## src/rtl/serial_tx.sv

```systemverilog
// serial_tx -- transmit end of the EksBox two-wire serial link (SCLK + SDATA).
//
// Accepts a parallel word over a valid/ready handshake, frames it as
// start(0) / DATA_W data bits LSB first / [odd parity] / stop(1), and drives
// SCLK/SDATA at 2*CLK_DIV system clocks per bit. SCLK is low for the first
// CLK_DIV cycles of each bit and high for the second; SDATA only changes on
// the falling SCLK edge, so a 2-FF synchronizer plus rising-edge sampler at
// the far end always sees data that has been stable for CLK_DIV cycles.
//
// Optional feature: define SERIAL_TX_PARITY_EN to insert an odd-parity bit
// after the data bits (FRAME_BITS = DATA_W+3 instead of DATA_W+2).
//
// Ports:
//   CLK       in   system clock, posedge
//   ACLR_L    in   asynchronous active-low reset
//   TX_DATA   in   word to send, sampled on the accept edge only
//   TX_VALID  in   requester has a word
//   TX_READY  out  block accepts a word this cycle (registered)
//   SCLK      out  serial clock, idles high (registered)
//   SDATA     out  serial data, idles high (registered)
//   BUSY      out  frame in progress (registered)
//   DONE      out  one-cycle pulse at end of frame (registered)

module serial_tx #(
    parameter int DATA_W  = 8,
    parameter int CLK_DIV = 4,
    parameter int GAP_CYC = 4
) (
    input  logic              CLK,
    input  logic              ACLR_L,
    input  logic [DATA_W-1:0] TX_DATA,
    input  logic              TX_VALID,
    output logic              TX_READY,
    output logic              SCLK,
    output logic              SDATA,
    output logic              BUSY,
    output logic              DONE
);

`ifdef SERIAL_TX_PARITY_EN
    localparam int FRAME_BITS = DATA_W + 3;
`else
    localparam int FRAME_BITS = DATA_W + 2;
`endif
    // The start bit is driven directly on accept, so the shift register only
    // holds what follows it: data, optional parity, stop.
    localparam int SH_W  = FRAME_BITS - 1;
    localparam int DIV_W = (CLK_DIV > 1) ? $clog2(CLK_DIV) : 1;
    localparam int BIT_W = (FRAME_BITS > 1) ? $clog2(FRAME_BITS) : 1;
    localparam int GAP_W = (GAP_CYC > 1) ? $clog2(GAP_CYC) : 1;

    localparam logic [DIV_W-1:0] DIV_LAST = DIV_W'(CLK_DIV - 1);
    localparam logic [BIT_W-1:0] BIT_LAST = BIT_W'(FRAME_BITS - 1);
    localparam logic [GAP_W-1:0] GAP_LAST = GAP_W'((GAP_CYC > 0) ? (GAP_CYC - 1) : 0);
    localparam logic [DIV_W-1:0] DIV_ZERO = {DIV_W{1'b0}};
    localparam logic [BIT_W-1:0] BIT_ZERO = {BIT_W{1'b0}};
    localparam logic [GAP_W-1:0] GAP_ZERO = {GAP_W{1'b0}};

    generate
        if (CLK_DIV < 3) begin : g_clk_div_check
            $error("serial_tx: CLK_DIV must be >= 3");
        end
    endgenerate

    typedef enum logic [1:0] {
        ST_IDLE  = 2'd0,
        ST_SHIFT = 2'd1,
        ST_GAP   = 2'd2
    } state_t;

`ifdef SERIAL_TX_PARITY_EN
    // Odd parity: total count of ones over data plus parity bit is odd.
    function automatic logic odd_parity(input logic [DATA_W-1:0] data);
        return ~^data;
    endfunction
`endif

    // Everything that follows the start bit, LSB presented first.
    function automatic logic [SH_W-1:0] load_frame(input logic [DATA_W-1:0] data);
`ifdef SERIAL_TX_PARITY_EN
        return {1'b1, odd_parity(data), data};
`else
        return {1'b1, data};
`endif
    endfunction

    state_t            state_r, state_s;
    logic [DIV_W-1:0]  div_r, div_s;
    logic [BIT_W-1:0]  bit_r, bit_s;
    logic [GAP_W-1:0]  gap_r, gap_s;
    logic [SH_W-1:0]   shreg_r, shreg_s;
    logic              sclk_r, sclk_s;
    logic              sdata_r, sdata_s;
    logic              ready_r, ready_s;
    logic              busy_r, busy_s;
    logic              done_r, done_s;

    // State and output registers; reset returns the link to idle-high at once.
    always_ff @(posedge CLK or negedge ACLR_L) begin
        if (!ACLR_L) begin
            state_r <= ST_IDLE;
            div_r   <= DIV_ZERO;
            bit_r   <= BIT_ZERO;
            gap_r   <= GAP_ZERO;
            shreg_r <= {SH_W{1'b1}};
            sclk_r  <= 1'b1;
            sdata_r <= 1'b1;
            ready_r <= 1'b1;
            busy_r  <= 1'b0;
            done_r  <= 1'b0;
        end else begin
            state_r <= state_s;
            div_r   <= div_s;
            bit_r   <= bit_s;
            gap_r   <= gap_s;
            shreg_r <= shreg_s;
            sclk_r  <= sclk_s;
            sdata_r <= sdata_s;
            ready_r <= ready_s;
            busy_r  <= busy_s;
            done_r  <= done_s;
        end
    end

    // Next-state and next-output logic for the framing FSM.
    always_comb begin
        state_s = state_r;
        div_s   = div_r;
        bit_s   = bit_r;
        gap_s   = gap_r;
        shreg_s = shreg_r;
        sclk_s  = sclk_r;
        sdata_s = sdata_r;
        ready_s = ready_r;
        busy_s  = busy_r;
        done_s  = 1'b0;
        case (state_r)
            ST_IDLE: begin
                if (TX_VALID && ready_r) begin
                    // Start bit goes out on the very next cycle.
                    shreg_s = load_frame(TX_DATA);
                    div_s   = DIV_ZERO;
                    bit_s   = BIT_ZERO;
                    sclk_s  = 1'b0;
                    sdata_s = 1'b0;
                    ready_s = 1'b0;
                    busy_s  = 1'b1;
                    state_s = ST_SHIFT;
                end else begin
                    sclk_s  = 1'b1;
                    sdata_s = 1'b1;
                    ready_s = 1'b1;
                    busy_s  = 1'b0;
                end
            end
            ST_SHIFT: begin
                if (div_r == DIV_LAST) begin
                    div_s = DIV_ZERO;
                    if (!sclk_r) begin
                        // Low half done: rising edge, receiver samples here.
                        sclk_s = 1'b1;
                    end else if (bit_r == BIT_LAST) begin
                        // End of stop bit high phase: SCLK simply stays high.
                        sclk_s  = 1'b1;
                        sdata_s = 1'b1;
                        busy_s  = 1'b0;
                        done_s  = 1'b1;
                        bit_s   = BIT_ZERO;
                        if (GAP_CYC == 0) begin
                            ready_s = 1'b1;
                            state_s = ST_IDLE;
                        end else begin
                            gap_s   = GAP_ZERO;
                            state_s = ST_GAP;
                        end
                    end else begin
                        // Falling edge: present the next bit.
                        sclk_s  = 1'b0;
                        sdata_s = shreg_r[0];
                        shreg_s = {1'b1, shreg_r[SH_W-1:1]};
                        bit_s   = bit_r + BIT_W'(1);
                    end
                end else begin
                    div_s = div_r + DIV_W'(1);
                end
            end
            ST_GAP: begin
                if (gap_r == GAP_LAST) begin
                    gap_s   = GAP_ZERO;
                    ready_s = 1'b1;
                    state_s = ST_IDLE;
                end else begin
                    gap_s = gap_r + GAP_W'(1);
                end
            end
            default: begin
                state_s = ST_IDLE;
                div_s   = DIV_ZERO;
                bit_s   = BIT_ZERO;
                gap_s   = GAP_ZERO;
                sclk_s  = 1'b1;
                sdata_s = 1'b1;
                ready_s = 1'b1;
                busy_s  = 1'b0;
            end
        endcase
    end

    assign TX_READY = ready_r;
    assign SCLK     = sclk_r;
    assign SDATA    = sdata_r;
    assign BUSY     = busy_r;
    assign DONE     = done_r;

endmodule

```

## config.mk

```make
export PLATFORM = sky130hd
export DESIGN_NAME = serial_tx
export DESIGN_NICKNAME = d
export VERILOG_FILES = /design/src/rtl/serial_tx.sv
export SDC_FILE = /design/constraint.sdc
export NUM_CORES = 1
export LEC_CHECK = 0
export CAP_MARGIN = 30
export CELL_PAD_IN_SITES_DETAIL_PLACEMENT = 1
export CELL_PAD_IN_SITES_GLOBAL_PLACEMENT = 1
export CORE_UTILIZATION = 41
export DETAILED_ROUTE_END_ITERATION = 8
export PLACE_DENSITY = 0.82
export RECOVER_POWER = 50
export SETUP_SLACK_MARGIN = 0.1
export SLEW_MARGIN = 40
export SYNTH_ARGS = -nofsm -noshare
export SYNTH_HDL_FRONTEND = slang
export SYNTH_SLANG_ARGS = --single-unit
```

## constraint.sdc

```tcl
create_clock -name CLK -period 2.2 [get_ports CLK]
set_clock_uncertainty 0.2 [all_clocks]
set_input_delay 0.33 -clock CLK [delete_from_list [all_inputs] [get_ports CLK]]
set_output_delay 0.33 -clock CLK [all_outputs]
set_load 0.1 [all_outputs]
```

==> results.yml, run 1 <==
status:
  run_status: "complete, no violations"
critical_path:
  reg2reg_setup_slack_ps: 410
  critical-path-slowest-cell: "dfrtp_1"
  critPathKind: "reg2reg"
  crit_buf_inv: 0
  r2r-end: "shreg_r[6]$_DFFE_PN1P_"
  cp.required_ps: 2240
  crit_family: "compound AO/OA/AOI/OAI gates"
  end_kind: "flip-flop"
  startpoint_type: "flip-flop"
  crit_fanout: 15
  cp_cell_sequence: "ha_1 > and3b_4 > o31a_4 > o21ai_1"
  cp_data_arrival_time_ps: 1830
  r2r_cells: 4
  critPathMaxStageDelay_ps: 460
  r2r_start: "bit_r[0]$_DFFE_PN0P_"
die:
  die_area_mm2: 0.003030
  die-height_um: 55.05
  initial_utilization_pct: 44.93
  floorplan.io_pins: 16
  die_w_um: 55.05
  coreArea_mm2: 0.002567
  rows: 18
global_routing:
  grt_pass1_vias: 885
  track_usage_pct: 19.35
  overflow: 0
  antenna_found_initial: 0
  grt_pass1_wl_mm: 4.015
  grt_max_degree: 24
sta:
  max-slew-margin-rel_pct: 18.55
  min_period_over_period_pct: 81.42
  setup_viol: 0
  finalWorstSetupSlack_ps: 408.8
  hold_viol: 0
  slew_viol_final: 0
  fmax_mhz: 558.3
  fin_crit_ps: 1791
  rsz0062_at_grt: "no"
  worst_pin_slew_ps: 1222
  fin_setup_tns_ps: 0
place:
  place_congestion: 0.6981
  dpl_worst_slack_ps: 428.8
  hpwl_mm: 1.834
  dpl-instance-area_mm2: 0.001360
  portBuffers: 15
power:
  peakVddDrop_v: 0.0003373
  power_leakage_nw: 0.6899
  powerDensity_mw_per_mm2: 480.2
finish:
  area_growth_pct: 19.96
  antenna-diode-count: 0
  layout_commonest_cell: "nand2_1"
  nets: 144
  fillers: 292
  drive_above_1_share_pct: 22.66
  area.sequential_um2: 589.3
  finish.instance_area_mm2: 0.001384
  fin_util_pct: 53.90
  layout_common_cells: "nand2_1 (14), dfrtp_1 (12), dfstp_2 (10), clkdlybuf4s50_1 (9), nor2_1 (8)"
  multi_input_area_um2: 513.0
logic_synthesis:
  avgSynthCellArea_um2: 10.49
  synthCells: 110
  yosysWarnings: 0
  netlist_top_cells_area: "dfrtp_1 (26%), dfstp_2 (25%), mux2i_1 (6.1%), nand2_1 (4.6%), ha_1 (4.3%)"
  post_synth_num_cell_types: 35
  syn_nets: 125
  yosysTopAreaCell: "dfrtp_1"
  synth_top_area_share_pct: 26.03
  synth_seq_cells: 23
  ys_seq_area_share_pct: 51.08
  syn-cell-area_mm2: 0.001154
worst_hold_path:
  min_path_cells: 2
  whs_endpoint: "shreg_r[4]$_DFFE_PN1P_"
  min_from: "shreg_r[4]$_DFFE_PN1P_"
  hp-class: "reg2reg"
detailed_routing:
  vias: 872
  drt_iter0_drc: 10
  routed_wl_mm: 2.388
  remaining_drc_errors: 0
  vias_per_cell: 5.519
  ant_nets: 0
  dr.pass1.iters: 4
  post_drt_wl_per_cell_um: 15.11
clock_network:
  clk_pin_slew_worst_paths_ps: 130
  cts_num_sinks: 23
  postCtsHoldBufs: 0
  post_cts_buffers: 0
  cts_root_buf: "clkbuf_4"
  worstSkewPairLatency_ps: 310
  htreeDepth: 1
  cts_buffer_depth: 2
  cts_tree: "built"
  cts-buffers-inserted: 3
  cts_resized: 0
run:
  max_cap_viol_count: 0
-- stage by stage --
stage / hold WS (ps) / std cells / total power, mW
6_report: 276.9 / 158 / 0.6645
3_3_place_gp: 250.6 / 154 / 0.4764
3_5_place_dp: 261.8 / 154 / 0.4775
2_1_floorplan: -165.6 / 110 / 0.4444
5_1_grt: 303.9 / 158 / 0.6898
4_1_cts: 164.2 / 158 / 0.6750
-- tightest hold or removal path, stage by stage, from the launching register on --
cell     delay (ps)
dfstp_2         390
nand2_1          50
o21ai_1          50
-- power by group --
group	leakage (nW)	switching, mW	internal, mW
logic	0.414	0.0192	0.0202
registers	0.258	0.00165	0.427
clock network	0.0177	0.128	0.0679
total	0.690	0.149	0.515
-- Yosys cell counts --
cell and n:
buf_2 2, mux2i_1 7, a22o_1 1, a21oi_1 4, nand2b_1 2, buf_4 1
nand4bb_1 1, nand3b_1 2, a21o_1 1, and2_1 1, o21a_1 1, o21ai_2 2
a21oi_2 1, o31ai_1 1, a211oi_1 1, o31a_4 1, a31oi_1 1, o22ai_1 2
ha_1 4, nor2_1 8, o221a_2 1, o32a_1 1, dfstp_2 11, mux2_2 2
nor3_1 2, buf_6 1, nand3_1 2, and3b_4 1, inv_1 6, nor4_1 1
dfrtp_1 12, o21ai_0 6, nor2b_1 1, o21ai_1 5, nand2_1 14
-- cells by family after synthesis --
logic type	Yosys count	synth area share [%]
DFF	23	51.09
and+or+nand+nor	35	14.97
buffers and inverters	10	4.447
muxes	9	8.026
adders and majority gates	4	4.339
AOI/OAI and AO/OA	29	17.14
-- registers in the layout, summed over array words and instances (netlist names) --
name,count
SDATA,1
gap_r,2
div_r,2
state_r,2
BUSY,1
shreg_r,8
bit_r,4
SCLK,1
DONE,1
TX_READY,1
-- metal layers --
| metal | track usage [%] | routed length [um] | vias up |
|---|---|---|---|
| met3 | 2.459 | 56 | 2 |
| met1 | 23.46 | 1049 | 432 |
| met4 | 7.500 | 15 | 0 |
| met5 | 0 | 0 | - |
| met2 | 34.54 | 1267 | 10 |
| li1 | - | - | 428 |
-- cell type report --
| cell class | instances | share of cell area [%] |
|---|---|---|
| flip-flops and latches | 23 | 42.59 |
| repair buffers | 18 | 14.01 |
| clock buffers | 3 | 1.627 |
| inverters | 6 | 1.627 |
| clock inverters | 1 | 0.3617 |
| multi-input cells | 77 | 37.07 |
| well taps | 30 | 2.712 |
-- how the worst max path moves through the flow --
stage	slack, ps	to	start	cells past startpoint
finish	410	shreg_r[6]$_DFFE_PN1P_	bit_r[0]$_DFFE_PN0P_	4
global route	200	bit_r[2]$_DFFE_PN0P_	ACLR_L	2
CTS	390	shreg_r[6]$_DFFE_PN1P_	bit_r[0]$_DFFE_PN0P_	4
detailed placement	430	shreg_r[1]$_DFFE_PN1P_	bit_r[0]$_DFFE_PN0P_	5
global placement	450	bit_r[1]$_DFFE_PN0P_	TX_VALID	4
floorplan	200	bit_r[1]$_DFFE_PN0P_	TX_READY$_DFFE_PN1P_	3
No activity file was read; power rests on OpenSTA's default activity.
==> run 2, diff against run 1 <==
==> constraint.sdc (replaced) <==
create_clock -name CLK -period 1.7 [get_ports CLK]
set_clock_uncertainty 0.2 [all_clocks]
set_input_delay 0.255 -clock CLK [delete_from_list [all_inputs] [get_ports CLK]]
set_output_delay 0.255 -clock CLK [all_outputs]
set_load 0.1 [all_outputs]
==> run 2 against run 1 <==
Against the previous run:
- combinational power grew 41%
- highest routed layer unchanged
- core utilization is 8.1 points higher
- register-to-register slack lost 350 ps
- sequential cell count did not move
==> results.yml, run 2 (synthesis results as in run 1) <==
clock_network:
  clk_pin_slew_worst_paths_ps: 130
  postCtsHoldBufs: 0
  cts_num_sinks: 23
  cts_root_buf: "clkbuf_4"
  cts_tree: "built"
  cts_buffer_depth: 2
  htreeDepth: 1
  worstSkewPairLatency_ps: 310
  cts-buffers-inserted: 3
power:
  p_sw_uw: 197.3
  powerDensity_mw_per_mm2: 543.7
  combPwrFrac_pct: 6.4
  power_switching_share_pct: 22.78
  internal-power_uw: 668.8
  p_total_uw: 866.1
  pwr-share-seq_pct: 64.0
  p_clk_share_pct: 29.5
  power_leakage_nw: 0.7706
  peakVddDrop_v: 0.0004568
sta:
  fmax_mhz: 607.7
  setup_viol: 0
  finalWorstSetupSlack_ps: 54.42
  rsz0062_at_grt: "yes"
  hold_viol: 0
  worst_pin_slew_ps: 565.0
  slew_viol_final: 0
  worst_hold_slack_ps: 270.6
  min_period_over_period_pct: 96.80
  max-slew-margin-rel_pct: 62.33
  fin_crit_ps: 1646
die:
  rows: 18
  die_area_mm2: 0.003030
  die_w_um: 55.05
  coreArea_mm2: 0.002567
  floorplan.io_pins: 16
  initial_utilization_pct: 44.93
  die-height_um: 55.05
critical_path:
  cp.required_ps: 1760
  critPathMaxStageDelay_ps: 680
  end_kind: "flip-flop"
  r2r_start: "SCLK$_DFFE_PN1P_"
  startpoint_type: "flip-flop"
  r2r-end: "shreg_r[6]$_DFFE_PN1P_"
  reg2reg_setup_slack_ps: 50
  crit_fanout: 8
  critPathKind: "reg2reg"
  cp_data_arrival_time_ps: 1700
  r2r_cells: 4
  cp_cell_sequence: "nand2_2 > o31a_4 > nand2_1 > o21ai_2"
  critical-path-slowest-cell: "dfstp_4"
  crit_buf_inv: 0
  crit_family: "flip-flops"
finish:
  layout_commonest_cell: "buf_4"
  largest_reg_flops: 8
  nets: 157
  instances_no_fill: 171
  regMostFlops: "shreg_r"
  drive_above_1_share_pct: 46.81
  area_growth_pct: 38.07
  reg.largest.list: "shreg_r: 8 flops, bit_r: 4 flops"
  multi_input_area_um2: 623.1
  layout_common_cells: "buf_4 (14), dfrtp_1 (10), dfstp_2 (9), clkdlybuf4s50_1 (9), nand2_1 (8)"
  finish.instance_area_mm2: 0.001593
  area.sequential_um2: 599.3
  antenna-diode-count: 0
  fillers: 284
place:
  dpl-instance-area_mm2: 0.001480
  dpl_worst_slack_ps: -69.76
  portBuffers: 15
  dp_cells: 162
  place_congestion: 0.8194
  hpwl_mm: 2.083
detailed_routing:
  vias_per_cell: 5.591
  post_drt_wl_per_cell_um: 17.51
  drt_iter0_drc: 8
  dr.pass1.iters: 2
  routed_wl_mm: 2.994
  vias: 956
  ant_nets: 0
  remaining_drc_errors: 0
worst_hold_path:
  hp-class: "in2async"
global_routing:
  overflow: 0
  grt_max_degree: 24
  track_usage_pct: 22.83
  grt_pass1_wl_mm: 4.664
  antenna_found_initial: 0
  grt_pass1_vias: 994
run:
  max_cap_viol_count: 0
status:
  run_status: "complete, no violations"
run 2: cell types whose count changed in the layout (fill, tap and decap cells not counted), moves of 2 or more:
cell / previous run / this run
nand2_1: 14 / 8
nand2_2: 0 / 6
dfrtp_1: 12 / 10
ha_1: 4 / 2
dfstp_4: 0 / 2
dfrtp_2: 0 / 2
o21ai_2: 2 / 7
buf_4: 4 / 14
o21ai_0: 6 / 1
run 2: how the worst max path moves through the flow:
stage                              to  slack, ps                 start  cells after the start
2_1_floorplan  shreg_r[2]$_DFFE_PN1P_        -90      SCLK$_DFFE_PN1P_                      5
3_3_place_gp     TX_READY$_DFFE_PN1P_         30              TX_VALID                      5
3_5_place_dp     TX_READY$_DFFE_PN1P_        -70              TX_VALID                      5
4_1_cts                      TX_READY         50  TX_READY$_DFFE_PN1P_                      1
5_1_grt        shreg_r[6]$_DFFE_PN1P_         20      SCLK$_DFFE_PN1P_                      4
6_report       shreg_r[6]$_DFFE_PN1P_         50      SCLK$_DFFE_PN1P_                      4
run 2: repair_timing:
| action | 4_1_cts | 5_1_grt |
|---|---|---|
| cloned | 1 | 0 |
| resized for setup | 7 | 17 |
| pin swaps | 3 | 7 |
| buffers inserted | 4 | 0 |
| endpoints found under the setup margin | 17 | 17 |
run 2: area by class of cell:
class / count / area share [%]
inverter: 6 / 1.414
clock inverter: 1 / 0.3142
timing repair buffer: 30 / 17.75
clock buffer: 3 / 1.414
multi-input combinational: 78 / 39.12
sequential: 23 / 37.63
tap: 30 / 2.357
run 2: metal layers:
metal	part of all wire, %	GRT usage (%)	vias to the layer above	routed length (um)
li1	-	-	453	-
met1	41	24.87	470	1240
met2	52	42.17	22	1549
met3	3.6	3.279	11	108
met4	3.2	12.08	0	95
met5	0	0	-	0
run 2: power groups by stage:
| stage | registers (mW) | clock network (mW) | logic (mW) |
|---|---|---|---|
| after floorplan | 0.572 | 0 | 0.00269 |
| after global placement | 0.563 | 0 | 0.0549 |
| after detailed placement | 0.564 | 0 | 0.0573 |
| after CTS | 0.555 | 0.266 | 0.0577 |
| after global routing | 0.555 | 0.292 | 0.0609 |
| final | 0.555 | 0.256 | 0.0556 |
run 2: stage by stage:
stage / util, % / setup TNS, ps
finish: 62.04 / 0
global route: 62.04 / 0
CTS: 61.31 / 0
detailed placement: 57.65 / -197.2
global placement: 57.65 / 0
floorplan: - / -713.8
==> run 3, diff against run 2 <==
--- a/config.mk
+++ b/config.mk
@@ -5,10 +5,11 @@
 export SDC_FILE = /design/constraint.sdc
 export NUM_CORES = 1
 export LEC_CHECK = 0
-export CAP_MARGIN = 30
+export CAP_MARGIN = 10
 export CELL_PAD_IN_SITES_DETAIL_PLACEMENT = 1
 export CELL_PAD_IN_SITES_GLOBAL_PLACEMENT = 1
 export CORE_UTILIZATION = 41
+export CTS_CLUSTER_SIZE = 12
 export DETAILED_ROUTE_END_ITERATION = 8
 export PLACE_DENSITY = 0.82
 export RECOVER_POWER = 50
==> results of run 3 <==
Final layout, timing and power as in run 2 (identical DEF).
